==> src/rtl/huffman_seq.sv <==
// Frame sequencer in front of a Huffman core: reads a frame of pixels from
// memory, forwards in-range pixels (1..6) to the core, then waits for the
// core to finish coding, guarded by a 256-cycle watchdog.
//
//   state | meaning
//   IDLE  | waiting for start; err/bad_cnt of last frame held
//   CLR   | one-cycle core reset before a new frame
//   FEED  | issue reads 0..len-1 and forward pixels (2-cycle latency)
//   DRAIN | wait for core code_valid, watchdog running
//   DONE  | one-cycle done pulse
module huffman_seq (
  input  logic       clk,
  input  logic       reset,
  input  logic       start,
  input  logic [7:0] len,
  output logic       mem_rd,
  output logic [7:0] mem_addr,
  input  logic [7:0] mem_data,
  output logic       core_rst,
  output logic       gray_valid,
  output logic [7:0] gray_data,
  input  logic       CNT_valid,
  input  logic       code_valid,
  output logic       busy,
  output logic       done,
  output logic       err,
  output logic [7:0] bad_cnt
);

  typedef enum logic [2:0] {
    IDLE  = 3'd0,
    CLR   = 3'd1,
    FEED  = 3'd2,
    DRAIN = 3'd3,
    DONE  = 3'd4
  } state_t;

  state_t     state, state_nxt;
  logic [7:0] len_q;
  logic [7:0] addr_q;
  logic [7:0] fwd_cnt;
  logic [7:0] wdog;
  logic       rd_done;    // last address of the frame has been issued
  logic       rd_d;       // a read was issued last cycle, mem_data is valid now
  logic       cnt_seen;
  logic       start_acc;
  logic       feed_end;
  logic       pix_ok;

  assign pix_ok   = (mem_data >= 8'd1) && (mem_data <= 8'd6);
  assign core_rst = reset | (state == CLR);
  assign mem_addr = addr_q;

  // State register
  always_ff @(posedge clk) begin
    if (reset) state <= IDLE;
    else       state <= state_nxt;
  end

  // Next-state decode and state-derived outputs
  always_comb begin
    state_nxt = state;
    mem_rd    = 1'b0;
    busy      = 1'b1;
    done      = 1'b0;
    start_acc = 1'b0;
    feed_end  = 1'b0;
    case (state)
      IDLE: begin
        busy = 1'b0;
        if (start) begin
          start_acc = 1'b1;
          state_nxt = CLR;
        end
      end
      CLR: state_nxt = (len_q != 8'd0) ? FEED : DONE;
      FEED: begin
        mem_rd = ~rd_done;
        // The last read's data was captured on the previous edge once
        // rd_done is set and no read is in flight.
        if (rd_done && !rd_d) begin
          feed_end  = 1'b1;
          state_nxt = (fwd_cnt != 8'd0) ? DRAIN : DONE;
        end
      end
      DRAIN: begin
        if (code_valid || (wdog == 8'hFF)) state_nxt = DONE;
      end
      DONE: begin
        done      = 1'b1;
        state_nxt = IDLE;
      end
      default: begin
        busy      = 1'b0;
        state_nxt = IDLE;
      end
    endcase
  end

  // Frame datapath: address counter, pixel filter, watchdog and status flags
  always_ff @(posedge clk) begin
    if (reset) begin
      len_q      <= 8'd0;
      addr_q     <= 8'd0;
      fwd_cnt    <= 8'd0;
      wdog       <= 8'd0;
      rd_done    <= 1'b0;
      rd_d       <= 1'b0;
      cnt_seen   <= 1'b0;
      err        <= 1'b0;
      bad_cnt    <= 8'd0;
      gray_valid <= 1'b0;
      gray_data  <= 8'd0;
    end else begin
      rd_d <= mem_rd;

      if (rd_d) begin
        if (pix_ok) begin
          gray_valid <= 1'b1;
          gray_data  <= mem_data;
          fwd_cnt    <= fwd_cnt + 8'd1;
        end else begin
          gray_valid <= 1'b0;
          if (bad_cnt != 8'hFF) bad_cnt <= bad_cnt + 8'd1;
        end
      end else begin
        gray_valid <= 1'b0;
      end

      case (state)
        IDLE: begin
          if (start_acc) begin
            len_q    <= len;
            err      <= 1'b0;
            bad_cnt  <= 8'd0;
            fwd_cnt  <= 8'd0;
            addr_q   <= 8'd0;
            rd_done  <= 1'b0;
            cnt_seen <= 1'b0;
          end
        end
        CLR: begin
          if (len_q == 8'd0) err <= 1'b1;
        end
        FEED: begin
          if (mem_rd) begin
            if (addr_q == len_q - 8'd1) rd_done <= 1'b1;
            else                        addr_q  <= addr_q + 8'd1;
          end
          if (feed_end) begin
            wdog <= 8'd0;
            if (fwd_cnt == 8'd0) err <= 1'b1;
          end
        end
        DRAIN: begin
          wdog <= wdog + 8'd1;
          if (CNT_valid) cnt_seen <= 1'b1;
          // code_valid takes priority over a simultaneous watchdog expiry
          if (code_valid) begin
            if (!cnt_seen) err <= 1'b1;
          end else if (wdog == 8'hFF) begin
            err <= 1'b1;
          end
        end
        default: ;
      endcase
    end
  end

endmodule

==> config.mk <==
export PLATFORM = sky130hd
export DESIGN_NAME = huffman_seq
export DESIGN_NICKNAME = d
export VERILOG_FILES = /design/src/rtl/huffman_seq.sv
export SDC_FILE = /design/constraint.sdc
export NUM_CORES = 1
export LEC_CHECK = 0
export BUFFER_PORTS_ARGS = -buffer_cell sky130_fd_sc_hd__clkbuf_2
export CAP_MARGIN = 20
export CORE_UTILIZATION = 55
export DETAILED_ROUTE_END_ITERATION = 16
export PLACE_DENSITY = 0.85
export SYNTH_ARGS = -nofsm -noshare
export SYNTH_HDL_FRONTEND = slang
export SYNTH_SLANG_ARGS = --single-unit
==> constraint.sdc <==
create_clock -name clk -period 4.7 [get_ports clk]
set_clock_uncertainty 0.05 [all_clocks]
set_input_delay 0.47 -clock clk [delete_from_list [all_inputs] [get_ports clk]]
set_output_delay 0.47 -clock clk [all_outputs]
set_load 0.005 [all_outputs]
==> flow_metrics.tcl, run 1 <==
set metrics [dict create \
    antenna_found_initial 0 \
    hold_viol_final 0 \
    antennaDiodeCount 0 \
    regArea_um2 1120 \
    cts_sinks 56 \
    r2r_slack_ps 2200 \
    cts_hold_buf 0 \
    startpoint "len_q[0]" \
    die_h_um 73.7 \
    fin_crit_ps 2500 \
    setup_viol 0 \
    hold_end "len_q[6]" \
    vias_per_cell 5.68 \
    arrival_ps 2680 \
    drt_iter0_drc 107 \
    drc_errors 0 \
    syn_to_final_growth_pct 13.1 \
    path_class "reg2reg" \
    start_util_pct 58.6 \
    worst_setup_path_start_kind "register" \
    critPathCaptureType "register" \
    synthesis.area_um2 2830 \
    yosysSeqAreaShare_pct 39.7 \
    fin_crit_sh_pct 53.2 \
    synth-seq-cells 56 \
    fin_util_pct 66.3 \
    cts_setup_buffers 0 \
    overflow 0 \
    synth_edf_count 0 \
    vdd_ir_drop_max_v 0.000217 \
    yosysTopAreaCell "dfxtp_1" \
    numCtsBuffers 5 \
    antenna_left 0 \
    rows 25 \
    synth_top_flop_cell "dfxtp_1" \
    hold_start "len[6]" \
    dieArea_um2 5430 \
    setup_tns_ps 0 \
    gp_congestion 0.918 \
    syn_area_per_cell_um2 8.38 \
    grt_pass1_vias 2314 \
    routed_wl_um 6060 \
    cts_resized 0 \
    cts_root_buffer "clkbuf_8" \
    max_slew_margin_pct 51.4 \
    path_max_fanout 8 \
    clk_pin_slew_worst_paths_ps 100 \
    p_total_uw 939 \
    grt_pass1_wl_um 9990 \
    clk_latency_ps 310 \
    ys_warn_count 0 \
    synth.net_count 365 \
    wl_per_cell_um 13.5 \
    portBuffers 50 \
    maxCapViolations 0 \
    final_nets 410 \
    r2r-end "mem_addr[0]" \
    die_width_um 73.7 \
    cts_max_level 2 \
    core_area_um2 4820 \
    rsz0062_at_grt "false" \
    post_synth_num_cell_types 55 \
    num_io_pins 51 \
    hold_depth 3 \
    syn_inst 337 \
    tightestPinTransition_ps 729 \
    grt_max_degree 34 \
    rr_startpoint "len_q[0]" \
    ys_top_cells_by_area "dfxtp_1 (40%), nand2_1 (5.4%), nor2_1 (5.3%)" \
    drive_above_1_share_pct 18.8 \
    synth_async_sr_flop_share_pct 0 \
    outcome "complete, no violations" \
    vias 2555 \
    multiInputGateArea_um2 1610 \
    powerDensity_nw_per_um2 294 \
    hold_class "in2reg" \
    grt.total_usage_pct 23.7 \
    cp.required_ps 4880 \
    drt_pass1_iterations 4 \
    r2r.worst_path.cells 8 \
    leakage_uw 0.00127 \
    drv_slew 0 \
    nFillCells 428 \
    yosysTopAreaCellShare_pct 39.7 \
    fmax_mhz 400 \
    cts_tree "built" \
    cts_buffer_depth 2 \
    hpwl_um 4440 \
]
[synth_stat cells (2+ instances only)]
master,instances
a21oi_1,26
a211oi_1,2
nand2b_1,5
a31oi_1,4
xor2_1,14
nor4_2,2
nor3_1,11
nand3b_1,2
and2_1,8
clkbuf_1,9
o2111ai_1,2
inv_1,9
or4_1,2
ha_1,7
dfxtp_1,56
a2111oi_0,2
o31ai_1,3
nor4_1,2
nand3_1,9
o21ai_0,4
or3_1,10
nor3b_1,2
and3_1,9
xnor2_1,6
o21ai_1,2
nand4_1,7
nand2_1,41
mux2i_1,10
nor2b_1,4
nor2_1,40
mux2_2,3
[sequential cells by signal (all words and copies together) (netlist names), 3 cells and up]
register / cells
state: 3
mem_addr: 8
bad_cnt: 8
len_q: 8
fwd_cnt: 8
gray_data: 8
wdog: 8
[where the power goes]
| part | leakage (uW) | switching, uW | total (uW) | internal, uW |
|---|---|---|---|---|
| registers | 0.000453 | 25.9 | 515 | 489 |
| clock network | 0.0000510 | 153 | 271 | 118 |
| logic | 0.000761 | 88.4 | 154 | 65.7 |
[cell type report]
type,instances,share of cell area [%]
Multi-Input combinational cell,260,50.5
Tap cell,67,2.62
Timing Repair Buffer,50,7.83
Clock buffer,6,2.58
Clock inverter,2,0.313
Sequential cell,56,35.1
Inverter,9,1.06
[how the worst max path moves through the flow]
stage               slack (ps)           to  cells after the start
finish                    2200  mem_addr[0]                      8
detailed placement        2030   fwd_cnt[7]                      7
global placement          2260   fwd_cnt[7]                      7
floorplan                 2500  mem_addr[0]                      8
CTS                       2180  mem_addr[0]                      8
global route              1980  mem_addr[0]                      8
[routing by layer]
metal  share of wire, %  vias to the layer above  global-route usage [%]  wire length [um]
met3                3.9                       14                    3.70               238
met1                 47                     1188                    30.2              2860
met4                2.1                        0                    10.3               127
li1                   -                     1286                       -                 -
met5                  0                        -                       0                 0
met2                 47                       67                    39.7              2830
[metrics by stage]
step	cell area [um^2]	setup slack [ps]	hold slack, ps	cells
detailed placement	3100	2030	403	442
floorplan	2830	2500	387	337
CTS	3200	2180	320	450
finish	3200	2200	323	450
global route	3200	1980	331	450
global placement	3100	2260	393	442
[logic make-up (layout without fill, tap and decap cells)]
group	Yosys count	in the layout	synth area share (%)
compound gates	59	59	14.1
xor+xnor	20	20	6.20
fa+ha+maj	7	7	3.10
buf+inv	21	67	3.19
flops	56	56	39.7
mux	13	13	4.74
simple gates	161	161	29.0
[placed cells by master, fill, tap and decap left out, drive strengths merged, types with 4 or more instances in the layout]
master  synthesis  layout
dfxtp          56      56
clkbuf          9      56
nand2          41      41
nor2           40      40
a21oi          26      26
xor2           14      14
nor3           11      11
mux2i          10      10
or3            10      10
inv             9       9
and3            9       9
nand3           9       9
and2            9       9
nand4           7       7
ha              7       7
xnor2           6       6
o21ai           6       6
nand2b          5       5
nor2b           4       4
a31oi           4       4
nor4            4       4
[worst max-delay path, stage by stage, from the launching register on]
cell,delay [ps]
dfxtp_1,450
inv_1,100
ha_1,290
o21bai_1,180
a2111oi_0,480
a311oi_2,110
a211oi_2,350
o21a_2,200
mux2i_1,220
Note: power is estimated with default switching activity, not from simulation.
==> inputs of run 2 (changes only) <==
--- a/config.mk
+++ b/config.mk
@@ -5,11 +5,12 @@
 export SDC_FILE = /design/constraint.sdc
 export NUM_CORES = 1
 export LEC_CHECK = 0
+export ABC_AREA = 1
 export BUFFER_PORTS_ARGS = -buffer_cell sky130_fd_sc_hd__clkbuf_2
 export CAP_MARGIN = 20
 export CORE_UTILIZATION = 55
 export DETAILED_ROUTE_END_ITERATION = 16
-export PLACE_DENSITY = 0.85
+export PLACE_DENSITY = 0.84
 export SYNTH_ARGS = -nofsm -noshare
 export SYNTH_HDL_FRONTEND = slang
 export SYNTH_SLANG_ARGS = --single-unit
==> constraint.sdc (replaced) <==
create_clock -name clk -period 2.37 [get_ports clk]
set_clock_uncertainty 0.05 [all_clocks]
set_input_delay 0.237 -clock clk [delete_from_list [all_inputs] [get_ports clk]]
set_output_delay 0.237 -clock clk [all_outputs]
set_load 0.005 [all_outputs]
==> flow_metrics.tcl, run 2 <==
set metrics [dict create \
    yosysTopAreaCellShare_pct 37.7 \
    synth_async_sr_flop_share_pct 0 \
    ys_top_cells_by_area "dfxtp_1 (38%), nand2_1 (14%), nor2_1 (6.9%)" \
    mostFrequentLayoutCells "nand2_1 (108), dfxtp_1 (56), nor2_1 (55), inv_1 (50), clkbuf_2 (50)" \
    syn_inst 440 \
    multiInputGateArea_um2 1620 \
    met1_usage_pct 30.5 \
    rows 26 \
    maxCapViolations 0 \
    synth-simple-area-share_pct 35.1 \
    powerDensity_nw_per_um2 786 \
    fmax_mhz 530 \
    grt.busiest_layer "met2" \
    die_width_um 75.5 \
    numCtsBuffers 5 \
    grt_pass1_vias 2514 \
    gr-usage-met2_pct 44.5 \
    layout_setup_ws_ps 482 \
    cp.required_ps 2510 \
    drive_above_1_share_pct 15.7 \
    clk_latency_ps 310 \
    portBuffers 50 \
    cts_setup_buffers 0 \
    syn_area_per_cell_um2 6.76 \
    grt_max_degree 24 \
    fin_crit_ps 1890 \
    cts_max_level 2 \
    core_area_um2 5170 \
    vdd_ir_drop_max_v 0.000465 \
    r2r.worst_path.cells 13 \
    dieArea_um2 5700 \
    dpl_worst_slack_ps 533 \
    synthXorXnorAreaFrac_pct 3.54 \
    synth-compound-area-share_pct 12.8 \
    final_nets 519 \
    regArea_um2 1120 \
    yosysSeqAreaShare_pct 37.7 \
    arrival_ps 2030 \
    ys_warn_count 0 \
    path_max_fanout 9 \
    vias 2934 \
    setup_tns_ps 0 \
    cts_hold_buf 0 \
    clk_pin_slew_worst_paths_ps 100 \
    outcome "complete, no violations" \
    max_slew_margin_pct 68.7 \
    use_met3_pct 5.16 \
    fin_crit_sh_pct 79.6 \
    overflow 0 \
    wl_per_cell_um 11.9 \
    cts_buffer_depth 2 \
    synth-seq-cells 56 \
    worst_hold_slack_ps 116 \
    hold_viol_final 0 \
    drt_iter0_drc 184 \
    antenna_found_initial 0 \
    nFillCells 469 \
    synth.most_common_cell "nand2_1" \
    synth_edf_count 0 \
    hpwl_um 5140 \
    cts_resized 0 \
    antennaDiodeCount 0 \
    hold_class "in2reg" \
    p_total_uw 2660 \
    syn_to_final_growth_pct 13.7 \
    muxShareOfSynthArea_pct 0 \
    drt_pass1_iterations 4 \
    synthesis.area_um2 2970 \
    fin_util_pct 65.4 \
    tightestPinTransition_ps 468 \
    grt_pass1_wl_um 10800 \
    routed_wl_um 6700 \
    yosysTopAreaCell "dfxtp_1" \
    start_util_pct 57.5 \
    setup_viol 0 \
    synthTopCellsByCount "nand2_1 (108), dfxtp_1 (56), nor2_1 (55)" \
    worst_setup_path_start_kind "register" \
    rsz0062_at_grt "false" \
    critPathCaptureType "register" \
    final_common_cell "nand2_1" \
    synthAdderAreaFrac_pct 2.95 \
    vias_per_cell 5.23 \
    drc_errors 0 \
    hold_depth 3 \
    antenna_left 0 \
    cts_root_buffer "clkbuf_8" \
    die_h_um 75.5 \
    drv_slew 0 \
    path_class "reg2reg" \
    leakage_uw 0.00147 \
    cts_tree "built" \
    grt.total_usage_pct 24.8 \
    gp_congestion 0.877 \
    cts_sinks 56 \
    num_io_pins 51 \
    synth_top_flop_cell "dfxtp_1" \
    synth_top_family_by_area "simple AND/OR/NAND/NOR gates" \
    synth.net_count 468 \
    post_synth_num_cell_types 34 \
]
-- run 2: power breakdown --
part	switching, uW	internal (uW)	total (uW)
sequential	118	1030	1150
combinational	655	356	1010
clock	294	202	496
total	1070	1590	2660
-- run 2: layout make-up --
| class | instances | share of cell area, % |
|---|---|---|
| multi-input combinational | 322 | 47.8 |
| sequential | 56 | 33.2 |
| timing repair buffer | 55 | 8.51 |
| inverter | 51 | 5.66 |
| tap | 70 | 2.59 |
| clock buffer | 6 | 2.15 |
| clock inverter | 1 | 0.148 |
-- run 2: stage by stage --
stage / std cells / cell area [um^2]
detailed placement: 554 / 3300
finish: 561 / 3380
floorplan: 440 / 2970
CTS: 561 / 3380
global route: 561 / 3380
global placement: 554 / 3300
-- run 2: path summary, 6_finish.rpt --
kind | start | to | slack, ps
min | mem_data[2] | gray_data[2] | 120
max reg2reg | len_q[0] | mem_addr[2] | 480
min reg2reg | gray_data[5] | gray_data[5] | 400
max | len_q[0] | mem_addr[2] | 480
-- run 2: kinds of logic (layout without fill, tap and decap cells) --
family,Yosys count,count (layout)
AO/OA/AOI/OAI,71,71
flip-flops,56,56
XOR/XNOR,12,12
buffers and inverters,62,113
AND/OR/NAND/NOR,232,232
adder cells (fa/ha/maj),7,7
-- run 2: layer usage --
metal  wire length [um]  up-vias
met5                  0        -
met4                 56        0
met3                381        6
met2               3300       71
met1               2960     1341
li1                   -     1516
-- run 2: critical path, cell delays in order, from the launching register on --
cell     delay [ps]
dfxtp_1         340
inv_1           200
ha_1            280
inv_1            80
nand2_1          60
nand3_1          60
nand2_1          80
nand4_1          80
nor2_1          120
nand2_2          90
nand2_4         120
nand2_4          90
nand2_1          80
a21oi_1          60
